==> config.mk <==
export PLATFORM = sky130hd
export DESIGN_NAME = prog_fetch_responder
export DESIGN_NICKNAME = d
export VERILOG_FILES = /design/src/rtl/prog_fetch_pkg.sv /design/src/rtl/prog_fetch_fifo.sv /design/src/rtl/prog_fetch_responder.sv
export SDC_FILE = /design/constraint.sdc
export NUM_CORES = 1
export LEC_CHECK = 0
export CAP_MARGIN = 15
export CELL_PAD_IN_SITES_DETAIL_PLACEMENT = 0
export CELL_PAD_IN_SITES_GLOBAL_PLACEMENT = 2
export CORE_MARGIN = 8
export CORE_UTILIZATION = 38
export CTS_BUF_LIST = sky130_fd_sc_hd__clkbuf_2
export DETAILED_ROUTE_END_ITERATION = 16
export PLACE_DENSITY_LB_ADDON = 0.1
export SLEW_MARGIN = 10
export SYNTH_ARGS = -nofsm -noshare
export SYNTH_HDL_FRONTEND = slang
export SYNTH_HIERARCHICAL = 1
export SYNTH_SLANG_ARGS = --single-unit
==> constraint.sdc <==
create_clock -name clk -period 2.5 [get_ports clk]
set_input_delay 0.25 -clock clk [delete_from_list [all_inputs] [get_ports clk]]
set_output_delay 0.25 -clock clk [all_outputs]
set_load 0.05 [all_outputs]
==> src/rtl/prog_fetch_pkg.sv <==
// Shared widths, response-entry layout and the synthetic program-data generator.
// Defining PROG_FETCH_PARITY_EN adds a parity bit to each response entry.
package prog_fetch_pkg;

  localparam int PROG_ADR_W = 13;
  localparam int PROG_DAT_W = 14;

  typedef struct packed {
    logic [PROG_ADR_W-1:0] adr;
    logic [PROG_DAT_W-1:0] dat;
`ifdef PROG_FETCH_PARITY_EN
    logic                  par;
`endif
  } rsp_entry_t;

  localparam int RSP_ENTRY_W = $bits(rsp_entry_t);

  // Program word is the address with its parity appended, scrambled by the seed.
  function automatic logic [PROG_DAT_W-1:0] gen_prog_dat(
    input logic [PROG_ADR_W-1:0] adr,
    input logic [PROG_DAT_W-1:0] seed
  );
    return {adr, ^adr} ^ seed;
  endfunction

  function automatic rsp_entry_t make_entry(
    input logic [PROG_ADR_W-1:0] adr,
    input logic [PROG_DAT_W-1:0] seed
  );
    rsp_entry_t e;
    e.adr = adr;
    e.dat = gen_prog_dat(adr, seed);
`ifdef PROG_FETCH_PARITY_EN
    e.par = ~^e.dat;
`endif
    return e;
  endfunction

endpackage

==> src/rtl/prog_fetch_fifo.sv <==
// Show-ahead FIFO with occupancy count; the head output holds the last popped
// entry while empty so downstream data lines stay stable.
module prog_fetch_fifo #(
  parameter int WIDTH = 27,
  parameter int DEPTH = 4
) (
  input  logic                     clk,
  input  logic                     rst,
  input  logic                     push,
  input  logic [WIDTH-1:0]         push_data,
  input  logic                     pop,
  output logic [WIDTH-1:0]         head_data,
  output logic                     valid,
  output logic [$clog2(DEPTH):0]   count
);

  localparam int PTR_W = $clog2(DEPTH);
  localparam int CNT_W = $clog2(DEPTH) + 1;

  logic [WIDTH-1:0] mem [DEPTH];

  logic [PTR_W-1:0] wr_ptr_q, wr_ptr_d;
  logic [PTR_W-1:0] rd_ptr_q, rd_ptr_d;
  logic [CNT_W-1:0] cnt_q, cnt_d;
  logic [WIDTH-1:0] hold_q, hold_d;
  logic             do_pop;
  logic             full;

  always_comb begin
    do_pop   = pop && (cnt_q != '0);
    full     = (cnt_q == CNT_W'(DEPTH));
    wr_ptr_d = push   ? wr_ptr_q + 1'b1 : wr_ptr_q;
    rd_ptr_d = do_pop ? rd_ptr_q + 1'b1 : rd_ptr_q;
    hold_d   = do_pop ? mem[rd_ptr_q] : hold_q;
    case ({push, do_pop})
      2'b10:   cnt_d = cnt_q + 1'b1;
      2'b01:   cnt_d = cnt_q - 1'b1;
      default: cnt_d = cnt_q;
    endcase
  end

  always_ff @(posedge clk or posedge rst) begin
    if (rst) begin
      wr_ptr_q <= '0;
      rd_ptr_q <= '0;
      cnt_q    <= '0;
      hold_q   <= '0;
    end else begin
      wr_ptr_q <= wr_ptr_d;
      rd_ptr_q <= rd_ptr_d;
      cnt_q    <= cnt_d;
      hold_q   <= hold_d;
    end
  end

  // Storage carries no reset so it can map onto distributed RAM.
  always_ff @(posedge clk) begin
    if (push) begin
      mem[wr_ptr_q] <= push_data;
    end
  end

  assign valid     = (cnt_q != '0);
  assign count     = cnt_q;
  assign head_data = valid ? mem[rd_ptr_q] : hold_q;

  a_no_overflow: assert property (@(posedge clk) disable iff (rst) !(push && full));

endmodule

==> src/rtl/prog_fetch_responder.sv <==
// Program-fetch responder: fixed-latency read pipeline into a credit-guarded
// show-ahead response FIFO. Defining PROG_FETCH_PARITY_EN adds the rsp_par output.
module prog_fetch_responder
  import prog_fetch_pkg::*;
#(
  parameter int              READ_LATENCY = 2,
  parameter int              FIFO_DEPTH   = 4,
  parameter logic [13:0]     DAT_SEED     = 14'h2A5C
) (
  input  logic        clk,
  input  logic        pon_rst_i,
  input  logic        fetch_enable,
  input  logic        req_valid,
  output logic        req_ready,
  input  logic [12:0] req_adr,
  output logic        rsp_valid,
  input  logic        rsp_ready,
  output logic [13:0] rsp_dat,
  output logic [12:0] rsp_adr,
  output logic [15:0] served_cnt,
`ifdef PROG_FETCH_PARITY_EN
  output logic        rsp_par,
`endif
  output logic        idle
);

  localparam int CNT_W = $clog2(FIFO_DEPTH) + 1;
  localparam int USE_W = CNT_W + 1;

  logic                   run_q, run_d;
  logic [READ_LATENCY-1:0] vld_q, vld_d;
  logic [PROG_ADR_W-1:0]  adr_q [READ_LATENCY];
  logic [PROG_ADR_W-1:0]  adr_d [READ_LATENCY];
  logic [15:0]            served_q, served_d;

  logic [3:0]             inflight;
  logic [USE_W-1:0]       used;
  logic [CNT_W-1:0]       fifo_count;
  logic                   accept;
  logic                   push;
  logic                   pop;
  rsp_entry_t             push_entry;
  rsp_entry_t             head_entry;
  logic [RSP_ENTRY_W-1:0] head_bits;

  // Credits count everything already committed; a same-cycle pop is not credited.
  always_comb begin
    inflight = '0;
    for (int i = 0; i < READ_LATENCY; i++) begin
      inflight = inflight + 4'(vld_q[i]);
    end
    used      = USE_W'(fifo_count) + USE_W'(inflight);
    req_ready = run_q && fetch_enable && (used < USE_W'(FIFO_DEPTH));
    accept    = req_valid && req_ready;
  end

  // The pipeline never stalls: the credit check already reserved a FIFO slot.
  always_comb begin
    vld_d[0] = accept;
    adr_d[0] = req_adr;
    for (int i = 1; i < READ_LATENCY; i++) begin
      vld_d[i] = vld_q[i-1];
      adr_d[i] = adr_q[i-1];
    end
  end

  always_comb begin
    run_d      = 1'b1;
    push       = vld_q[READ_LATENCY-1];
    push_entry = make_entry(adr_q[READ_LATENCY-1], DAT_SEED);
    pop        = rsp_valid && rsp_ready;
    served_d   = (pop && (served_q != 16'hFFFF)) ? served_q + 16'd1 : served_q;
  end

  always_ff @(posedge clk or posedge pon_rst_i) begin
    if (pon_rst_i) begin
      run_q    <= 1'b0;
      vld_q    <= '0;
      served_q <= '0;
      for (int i = 0; i < READ_LATENCY; i++) begin
        adr_q[i] <= '0;
      end
    end else begin
      run_q    <= run_d;
      vld_q    <= vld_d;
      served_q <= served_d;
      for (int i = 0; i < READ_LATENCY; i++) begin
        adr_q[i] <= adr_d[i];
      end
    end
  end

  prog_fetch_fifo #(
    .WIDTH (RSP_ENTRY_W),
    .DEPTH (FIFO_DEPTH)
  ) u_fifo (
    .clk       (clk),
    .rst       (pon_rst_i),
    .push      (push),
    .push_data (push_entry),
    .pop       (pop),
    .head_data (head_bits),
    .valid     (rsp_valid),
    .count     (fifo_count)
  );

  assign head_entry = rsp_entry_t'(head_bits);
  assign rsp_dat    = head_entry.dat;
  assign rsp_adr    = head_entry.adr;
`ifdef PROG_FETCH_PARITY_EN
  assign rsp_par    = head_entry.par;
`endif
  assign served_cnt = served_q;
  assign idle       = (inflight == '0) && (fifo_count == '0);

endmodule

==> impl_metrics.csv, run 1 <==
group,metric,value,unit
critical_path,critPathKind,"reg -> out",
critical_path,crit_required,2.25,ns
pwr,leakagePower,3.67,nW
clock_tree,cts_buffer_depth,2,
place,hpwl,8700,um
sta,min_period_over_period,107,%
sta,slew_viol_final,0,
critical_path,crit_path_end_kind,"output port",
place,port_buffers,63,
synthesis,yosysWarnings,6,
sta,setup_viol_count_final,27,
cells_and_area,drive_gt1_share,35.0,%
global_routing,grt.total_usage,12.7,%
pwr,combPwrFrac,51.1,%
synthesis,synth_top_family_by_area,"multiplexers",
flow_run,drv_cap,0,
floorplanning,io-pin-count,64,
cells_and_area,fillers,1670,
synthesis,yosysMostFrequentCell,"edfxtp_1",
drt,route.vias.total,3762,
clock_tree,h-tree-depth,4,
critical_path,start_kind,"flop",
synthesis,syn_nets,426,
floorplanning,fp.coreArea,19300,um2
synthesis,synth_compound_area_share,0.729,%
pwr,p_int,0.00711,W
clock_tree,clkLatencyLatePin,0.74,ns
cells_and_area,area_growth,26.1,%
synthesis,netlist.area_leader.share,44.0,%
place,place_congestion,0.696,
synthesis,synth_flop_cell,"edfxtp_1",
drt,vias_per_cell,4.79,
clock_tree,cts_num_sinks,187,
synthesis,yosysSeqAreaShare,70.8,%
synthesis,synth_fa_ha_area_share,1.80,%
drt,drc,0,
synthesis,syn_avg_cell_area,18.5,um2
drt,dr.pass1.iters,4,
run_status,violations,"setup timing",
run_status,status,"finished, violations left",
global_routing,globalRoute.busiestLayer,"met2",
cells_and_area,fin_nets,535,
global_routing,grt_pass1_vias,4160,
drt,ant_nets,0,
pwr,irDropWorstVdd,0.000798,V
floorplanning,dieArea,24100,um2
cells_and_area,final_util,48.3,%
critical_path,crit_chain,"buf_4 > buf_6 > mux4_2 > mux2_4 > buf_12",
floorplanning,die_h,155,um
drt,first_iter_violations,217,
floorplanning,rows,51,
sta,timing.slew.headroom,46.0,%
floorplanning,dieWidth,155,um
global_routing,grt_use_met1,16.1,%
sta,rsz0062_at_grt,"true",
sta,max_freq,0.373,GHz
pwr,p_seq_share,35.9,%
synthesis,ys_seq_elements,187,
global_routing,grt_max_degree,38,
synthesis,synth_edf_count,108,
synthesis,synthMuxAreaShare,16.8,%
clock_tree,tritoncts,"done",
synthesis,yosysUniqueCellTypes,43,
global_routing,antenna_found_initial,1,
pwr,sw_frac_of_total,36.7,%
global_routing,grt.overflow.total,0,
global_routing,grt_pass1_wl,23100,um
clock_tree,root_buffer,"clkbuf_2",
critical_path,slowest_stage,"mux4_2",
critical_path,worstPathArrival,2.43,ns
drt,wl_per_cell,18.3,um
global_routing,grt_util_met2,20.5,%
sta,fin_skew,0.0318,ns
clock_tree,numCtsBuffers,17,
synthesis,yosys.area_share.xor_xnor,3.68,%
synthesis,async_flop_share,42.2,%
pwr,power.total,0.0112,W
sta,final_hold_viol_count,0,
pwr,power_density,1210,nW/um2
synthesis,synth_top_cells_by_count,"edfxtp_1 (108), dfrtp_1 (79), mux2_2 (53), mux4_2 (27), inv_1 (20)",
synthesis,syn_area,7380,um2
sta,postLayoutSetupSlackWorst,-0.178,ns
sta,setup_tns,-3.89,ns
synthesis,synth-simple-area-share,3.88,%
synthesis,synth.largest_area_cell,"edfxtp_1",
critical_path,critPathMaxFanout,4,
floorplanning,initial_core_util,38.3,%
critical_path,path_buf_inv,3,
pwr,pwr-share-clk,13.1,%
synthesis,synth_cells,398,
global_routing,use_met3,3.25,%
critical_path,critPathTopFamily,"multiplexers",
clock_tree,clkTransAtPathRegs,0.24,ns
drt,wirelength,14400,um
sta,finalCriticalPeriod,2.68,ns
pwr,switchingPower,0.00412,W
synthesis,synthTopCellsByArea,"edfxtp_1 (44%), dfrtp_1 (27%), mux4_2 (8.2%), mux2_2 (8.1%), xnor2_1 (2.3%)",
critical_path,critPathMaxStageDelay,0.53,ns
worst_hold_path,worst_hold_path_type,"in -> reg",
sta,tightest_slew,0.809,ns
timing repair:
action                                 CTS  global route
setup endpoints to repair               29            33
pin swaps                                0             3
hold buffers                            15             0
endpoints found under the hold margin   84             0
gates resized for setup                 39            11
setup buffers                           11             0
cloned                                   1             0
final cells by class:
cell class	instances	area, um2	share of cell area [%]
sequential	187	5220	56.2
antenna	1	2.50	0.0269
inverter	20	75.1	0.807
clock buffer	20	100	1.08
tap	265	332	3.56
clock inverter	12	124	1.33
timing repair buffer	102	1310	14.1
multi-input combinational	179	2130	22.9
per-stage QoR:
step	setup WS [ns]	instances	area (um2)	hold slack, ns
2_1_floorplan	0.0195	398	7390	0.281
3_3_place_gp	0.282	726	8630	0.334
3_5_place_dp	0.216	726	8630	0.336
4_1_cts	-0.240	785	9250	0.126
5_1_grt	-0.327	786	9300	0.157
6_report	-0.178	786	9300	0.239
state kept, by name (all words and copies together) (netlist names):
| name | flops |
|---|---|
| u_fifo/rd_ptr_q | 2 |
| vld_q | 2 |
| served_cnt | 16 |
| run_q | 1 |
| u_fifo/count | 3 |
| u_fifo/hold_q | 27 |
| u_fifo/mem | 108 |
| adr_q | 13 |
| adr_d | 13 |
| u_fifo/wr_ptr_q | 2 |
routing by layer:
layer / share of wire, % / up-vias / wire [um]
li1: - / 1714 / -
met1: 45 / 1974 / 6490
met2: 50 / 60 / 7160
met3: 3.8 / 14 / 552
met4: 1.5 / 0 / 210
met5: 0 / - / 0
worst paths after layout:
path                                                startpoint                      endpoint  slack, ns  cells past startpoint
max in group asynchronous                            pon_rst_i            adr_q[8]$_DFF_PP0_       1.29                      4
min in group asynchronous                            pon_rst_i  u_fifo/hold_q[8]$_DFFE_PP0P_       0.52                      4
worst min register to register             adr_d[12]$_DFF_PP0_           adr_q[12]$_DFF_PP0_       0.37                      0
worst max-delay path            u_fifo/rd_ptr_q[0]$_DFFE_PP0P_                    rsp_adr[2]      -0.18                      5
worst min-delay path                              fetch_enable            vld_q[0]$_DFF_PP0_       0.24                      4
worst max register to register     u_fifo/count[1]$_DFFE_PP0P_   u_fifo/count[1]$_DFFE_PP0P_       0.34                      8
layout by cell type (no fill, tap or decap), types with 2 or more instances in the layout:
cell type	instances
a31oi_1	2
and2_1	5
and3_1	2
buf_12	30
buf_4	18
buf_6	4
bufinv_16	2
clkbuf_2	20
clkdlybuf4s50_1	29
clkinv_2	5
clkinv_4	2
dfrtp_1	76
dfrtp_2	3
dlygate4sd3_1	15
dlymetal6s2s_1	4
edfxtp_1	108
ha_1	7
ha_4	2
inv_1	19
inv_6	2
mux2_2	27
mux2_4	28
mux4_2	27
nand2_1	7
nand3_1	5
nand4_1	4
nor2_1	3
nor2_2	2
nor3_1	5
nor4_1	2
o21ai_0	2
xnor2_1	19
xor2_1	12
tightest hold or removal path: stages:
cell             delay [ns]
clkdlybuf4s50_1        0.42
nand3_1                0.10
a31oi_1                0.05
and2_1                 0.14
power by group through the flow:
| stage | Clock, W | Sequential, W | Combinational (W) |
|---|---|---|---|
| floorplan | 0 | 0.00418 | 0.00310 |
| global placement | 0 | 0.00412 | 0.00519 |
| detailed placement | 0 | 0.00415 | 0.00524 |
| CTS | 0.00153 | 0.00403 | 0.00582 |
| global route | 0.00164 | 0.00410 | 0.00607 |
| finish | 0.00147 | 0.00403 | 0.00574 |
cells by family after synthesis:
kind of cell             Yosys count
AO/OA/AOI/OAI                      8
flip-flops                       187
AND/OR/NAND/NOR                   46
adder cells (fa/ha/maj)           10
buffers and inverters             32
other                              1
XOR/XNOR                          31
multiplexers                      83
(Power assumes the default switching activity.)
==> run 2: changes to the inputs <==
--- a/config.mk
+++ b/config.mk
@@ -8,11 +8,11 @@
 export CAP_MARGIN = 15
 export CELL_PAD_IN_SITES_DETAIL_PLACEMENT = 0
 export CELL_PAD_IN_SITES_GLOBAL_PLACEMENT = 2
-export CORE_MARGIN = 8
+export CORE_MARGIN = 2
 export CORE_UTILIZATION = 38
 export CTS_BUF_LIST = sky130_fd_sc_hd__clkbuf_2
 export DETAILED_ROUTE_END_ITERATION = 16
-export PLACE_DENSITY_LB_ADDON = 0.1
+export PLACE_DENSITY = 0.74
 export SLEW_MARGIN = 10
 export SYNTH_ARGS = -nofsm -noshare
 export SYNTH_HDL_FRONTEND = slang
==> impl_metrics.csv, run 2 (synthesized netlist as in run 1, its figures left out) <==
group,metric,value,unit
pwr,combPwrFrac,48.9,%
pwr,irDropWorstVdd,0.000701,V
drt,vias_per_cell,4.77,
place,port_buffers,63,
floorplanning,fp.coreArea,18900,um2
clock_tree,cts_buffer_depth,2,
clock_tree,tritoncts,"done",
cells_and_area,layout_common_cells,"edfxtp_1 (108), dfrtp_1 (77), mux2_2 (42)",
drt,wirelength,12800,um
sta,setup_viol_count_final,27,
sta,final_hold_viol_count,0,
place,hpwl,7740,um
pwr,pwr-share-clk,15.0,%
cells_and_area,largest_reg_flops,108,
clock_tree,h-tree-depth,4,
worst_hold_path,worst_hold_path_type,"in -> reg",
floorplanning,initial_core_util,39.0,%
flow_run,drv_cap,0,
clock_tree,root_buffer,"clkbuf_2",
place,placed_area,8650,um2
global_routing,grt.total_usage,13.7,%
cells_and_area,fin_area,9210,um2
worst_hold_path,holdCritStartpoint,"fetch_enable",
sta,slew_viol_final,0,
critical_path,reg2reg_from,"u_fifo/count[1]$_DFFE_PP0P_",
critical_path,start_kind,"flop",
sta,min_period_over_period,106,%
cells_and_area,n_antenna_cell,0,
floorplanning,die_h,143,um
clock_tree,numCtsBuffers,17,
global_routing,grt.overflow.total,0,
drt,route.vias.total,3683,
critical_path,crit_path_end_kind,"output port",
place,pre_cts_ws,0.180,ns
drt,ant_nets,0,
pwr,p_seq_share,36.1,%
critical_path,ff2ff_setup_slack,0.33,ns
pwr,switchingPower,0.00401,W
floorplanning,dieArea,20500,um2
global_routing,grt_pass1_wl,21100,um
critical_path,critPathKind,"reg -> out",
drt,first_iter_violations,179,
pwr,p_int,0.00705,W
drt,drc,0,
cells_and_area,drive_gt1_share,33.6,%
global_routing,grt_pass1_vias,3964,
pwr,power_density,1200,nW/um2
critical_path,critPathMaxFanout,16,
cells_and_area,final_util,48.8,%
cells_and_area,fin_nets,527,
critical_path,crit_required,2.25,ns
clock_tree,cts_num_sinks,187,
sta,rsz0062_at_grt,"true",
pwr,leakagePower,3.57,nW
run_status,violations,"setup timing",
sta,timing.slew.headroom,59.4,%
clock_tree,clkLatencyLatePin,0.75,ns
clock_tree,clkTransAtPathRegs,0.24,ns
sta,max_freq,0.377,GHz
global_routing,antenna_found_initial,0,
cells_and_area,area_growth,24.9,%
floorplanning,rows,50,
floorplanning,io-pin-count,64,
drt,wl_per_cell,16.6,um
critical_path,r2r-end,"u_fifo/count[2]$_DFFE_PP0P_",
floorplanning,dieWidth,143,um
sta,finalCriticalPeriod,2.65,ns
critical_path,worstPathArrival,2.40,ns
worst_hold_path,min_to,"vld_q[0]$_DFF_PP0_",
sta,tightest_slew,0.602,ns
worst_hold_path,min_path_cells,4,
pwr,sw_frac_of_total,36.3,%
global_routing,grt_max_degree,46,
cells_and_area,top_register,"u_fifo/mem",
critical_path,r2r_cells,10,
drt,dr.pass1.iters,5,
cells_and_area,final_common_cell,"edfxtp_1",
sta,postLayoutSetupSlackWorst,-0.151,ns
sta,fin_skew,0.0286,ns
place,place_congestion,0.732,
run_status,status,"finished, violations left",
==> run 2: repair_timing <==
item                                    CTS  global route
hold buffers                             15             0
gates resized for setup                  23            15
pin swaps                                 0             3
endpoints found under the setup margin   29            33
buffers inserted                          1             0
hold endpoints to repair                 93             0
==> run 2: final cells by class <==
cell class	instances	area, um2
inverters	20	75.1
clock inverters	15	198
flip-flops and latches	187	5220
well taps	260	325
clock buffers	17	85.1
repair buffers	94	1220
fillers	1635	9680
multi-input cells	179	2080
==> run 2: routing by layer <==
| metal | GRT usage [%] | routed length [um] |
|---|---|---|
| met5 | 0 | 0 |
| met4 | 4.64 | 200 |
| met3 | 3.63 | 466 |
| met2 | 23.6 | 6550 |
| met1 | 16.9 | 5600 |
==> run 2: critical path, stage by stage, from the launching register on <==
cell,delay (ns)
dfrtp_2,0.46
buf_12,0.19
mux4_2,0.56
mux2_4,0.30
buf_12,0.15
==> run 2: worst max-delay path by stage <==
stage	endpoint	depth (start not counted)	slack, ns	from
floorplan	idle	3	0.02	vld_q[1]$_DFF_PP0_
global placement	u_fifo/count[2]$_DFFE_PP0P_	10	0.30	rsp_ready
detailed placement	u_fifo/count[2]$_DFFE_PP0P_	10	0.18	rsp_ready
CTS	rsp_dat[2]	4	-0.23	u_fifo/rd_ptr_q[0]$_DFFE_PP0P_
global route	rsp_adr[1]	4	-0.30	u_fifo/rd_ptr_q[0]$_DFFE_PP0P_
finish	rsp_dat[2]	4	-0.15	u_fifo/rd_ptr_q[0]$_DFFE_PP0P_
==> run 2: stage by stage <==
stage / cells / hold slack [ns] / TNS (ns) / power (W)
6_report: 772 / 0.213 / -3.29 / 0.0111
3_3_place_gp: 724 / 0.333 / 0 / 0.00926
2_1_floorplan: 398 / 0.281 / 0 / 0.00728
4_1_cts: 772 / 0.0966 / -5.89 / 0.0112
5_1_grt: 772 / 0.152 / -7.44 / 0.0116
3_5_place_dp: 724 / 0.335 / 0 / 0.00934
==> run 2: power groups by stage <==
stage / combinational [W] / sequential (W) / clock (W)
detailed placement: 0.00528 / 0.00406 / 0
finish: 0.00541 / 0.00399 / 0.00166
floorplan: 0.00310 / 0.00418 / 0
CTS: 0.00546 / 0.00400 / 0.00173
global placement: 0.00523 / 0.00403 / 0
global route: 0.00571 / 0.00406 / 0.00184
==> run 3: changes to the inputs <==
--- a/config.mk
+++ b/config.mk
@@ -8,6 +8,7 @@
 export CAP_MARGIN = 15
 export CELL_PAD_IN_SITES_DETAIL_PLACEMENT = 0
 export CELL_PAD_IN_SITES_GLOBAL_PLACEMENT = 2
+export CORE_ASPECT_RATIO = 1.25
 export CORE_MARGIN = 2
 export CORE_UTILIZATION = 38
 export CTS_BUF_LIST = sky130_fd_sc_hd__clkbuf_2
==> impl_metrics.csv, run 3 (synthesized netlist as in run 1, its figures left out) <==
group,metric,value,unit
sta,timing.slew.headroom,60.3,%
clock_tree,clkLatencyLatePin,0.73,ns
critical_path,critPathTopFamily,"multiplexers",
pwr,p_int,0.00702,W
pwr,sw_frac_of_total,36.5,%
drt,vias_per_cell,4.91,
critical_path,worstPathArrival,2.41,ns
pwr,pwr-share-clk,12.1,%
sta,slew_viol_final,0,
drt,route.vias.total,3712,
place,port_buffers,63,
floorplanning,rows,57,
place,place_congestion,0.812,
drt,drc,0,
critical_path,critPathKind,"reg -> out",
clock_tree,h-tree-depth,4,
critical_path,start_kind,"flop",
run_status,status,"finished, violations left",
global_routing,grt_util_met2,23.5,%
drt,first_iter_violations,165,
place,place_inst,697,
sta,setup_viol_count_final,27,
global_routing,antenna_found_initial,1,
critical_path,crit_chain,"buf_4 > clkbuf_16 > mux4_2 > mux2_4 > buf_12",
cells_and_area,final_common_cell,"edfxtp_1",
sta,max_freq,0.375,GHz
clock_tree,root_buffer,"clkbuf_2",
worst_hold_path,worst_hold_path_type,"in -> reg",
pwr,power.total,0.0111,W
global_routing,globalRoute.busiestLayer,"met2",
cells_and_area,drive_gt1_share,34.7,%
clock_tree,cts_buffer_depth,2,
global_routing,grt.overflow.total,0,
sta,final_hold_viol_count,0,
pwr,switchingPower,0.00404,W
global_routing,grt_pass1_wl,21300,um
floorplanning,initial_core_util,38.3,%
drt,wirelength,13300,um
critical_path,path_depth,5,
global_routing,grt_use_met1,16.5,%
drt,dr.pass1.iters,4,
pwr,leakagePower,3.64,nW
global_routing,use_met3,3.72,%
critical_path,slowest_stage,"mux4_2",
floorplanning,io-pin-count,64,
pwr,combPwrFrac,51.6,%
critical_path,critPathMaxStageDelay,0.54,ns
global_routing,grt_pass1_vias,4037,
cells_and_area,top_register,"u_fifo/mem",
pwr,power_density,1200,nW/um2
cells_and_area,fin_nets,533,
critical_path,crit_required,2.25,ns
sta,rsz0062_at_grt,"true",
clock_tree,clkTransAtPathRegs,0.22,ns
pwr,p_seq_share,36.4,%
place,placed_area,8580,um2
critical_path,r2r_cells,10,
sta,fin_skew,0.0346,ns
pwr,irDropWorstVdd,0.000930,V
sta,min_period_over_period,107,%
cells_and_area,fin_area,9250,um2
global_routing,grt.total_usage,13.8,%
global_routing,grt_max_degree,46,
critical_path,ff2ff_setup_slack,0.24,ns
run_status,violations,"setup timing",
worst_hold_path,min_path_cells,4,
clock_tree,cts_num_sinks,187,
floorplanning,dieWidth,129,um
place,pre_cts_ws,0.218,ns
cells_and_area,largest_reg_flops,108,
place,hpwl,8230,um
cells_and_area,final_cells,756,
critical_path,path_buf_inv,3,
cells_and_area,layout_common_cells,"edfxtp_1 (108), dfrtp_1 (75), clkdlybuf4s50_1 (30), buf_12 (30), mux2_4 (28)",
critical_path,crit_path_end_kind,"output port",
critical_path,critPathMaxFanout,7,
sta,finalCriticalPeriod,2.66,ns
floorplanning,die_h,160,um
cells_and_area,area_growth,25.3,%
sta,postLayoutSetupSlackWorst,-0.165,ns
sta,tightest_slew,0.595,ns
flow_run,drv_cap,0,
floorplanning,dieArea,20500,um2
floorplanning,fp.coreArea,19300,um2
clock_tree,numCtsBuffers,17,
cells_and_area,fillers,1637,
drt,wl_per_cell,17.5,um
drt,ant_nets,0,
clock_tree,tritoncts,"done",
-- run 3: worst paths after layout --
kind                                                 from                             to
max reg2reg                   u_fifo/count[2]$_DFFE_PP0P_    u_fifo/count[2]$_DFFE_PP0P_
max                        u_fifo/rd_ptr_q[0]$_DFFE_PP0P_                     rsp_adr[0]
min in group asynchronous                       pon_rst_i  u_fifo/hold_q[10]$_DFFE_PP0P_
min reg2reg                            adr_d[6]$_DFF_PP0_             adr_q[6]$_DFF_PP0_
min                                          fetch_enable             vld_q[0]$_DFF_PP0_
max in group asynchronous                       pon_rst_i             vld_q[1]$_DFF_PP0_
-- run 3: per-stage QoR --
stage,setup TNS (ns),utilization (%),hold slack (ns)
CTS,-6.31,46.9,0.106
global route,-8.09,48.0,0.151
detailed placement,0,44.6,0.335
floorplan,0,-,0.281
global placement,0,44.6,0.335
finish,-3.37,48.0,0.234
-- run 3: final cells by class --
type / count / area [um2] / share of cell area (%)
Antenna cell: 2 / 5.00 / 0.0541
Multi-Input combinational cell: 179 / 2140 / 23.1
Clock buffer: 20 / 100 / 1.08
Timing Repair Buffer: 100 / 1310 / 14.1
Inverter: 20 / 75.1 / 0.812
Clock inverter: 12 / 98.8 / 1.07
Sequential cell: 187 / 5230 / 56.5
Tap cell: 236 / 295 / 3.19
-- run 3: tightest hold or removal path: cells and delay by family --
kind,cells,cell delay (ns)
buffers and inverters,1,0.39
AO/OA/AOI/OAI,1,0.05
AND/OR/NAND/NOR,2,0.24
-- run 3: power by group through the flow --
stage	combinational, W	sequential (W)	clock, W
CTS	0.00545	0.00402	0.00141
detailed placement	0.00516	0.00414	0
global placement	0.00511	0.00411	0
global route	0.00599	0.00408	0.00153
floorplan	0.00310	0.00418	0
finish	0.00570	0.00402	0.00134
-- run 3: layer usage --
metal | vias up | wire [um]
met2 | 69 | 7240
met4 | 0 | 302
met5 | - | 0
met3 | 22 | 415
li1 | 1700 | -
met1 | 1921 | 5300
-- run 3: what timing repair did --
action	CTS	global route
hold endpoints to repair	93	0
hold buffers	15	0
cloned	0	2
pin swaps	0	3
buffers inserted	4	4
endpoints found under the setup margin	29	32
resized for setup	21	31
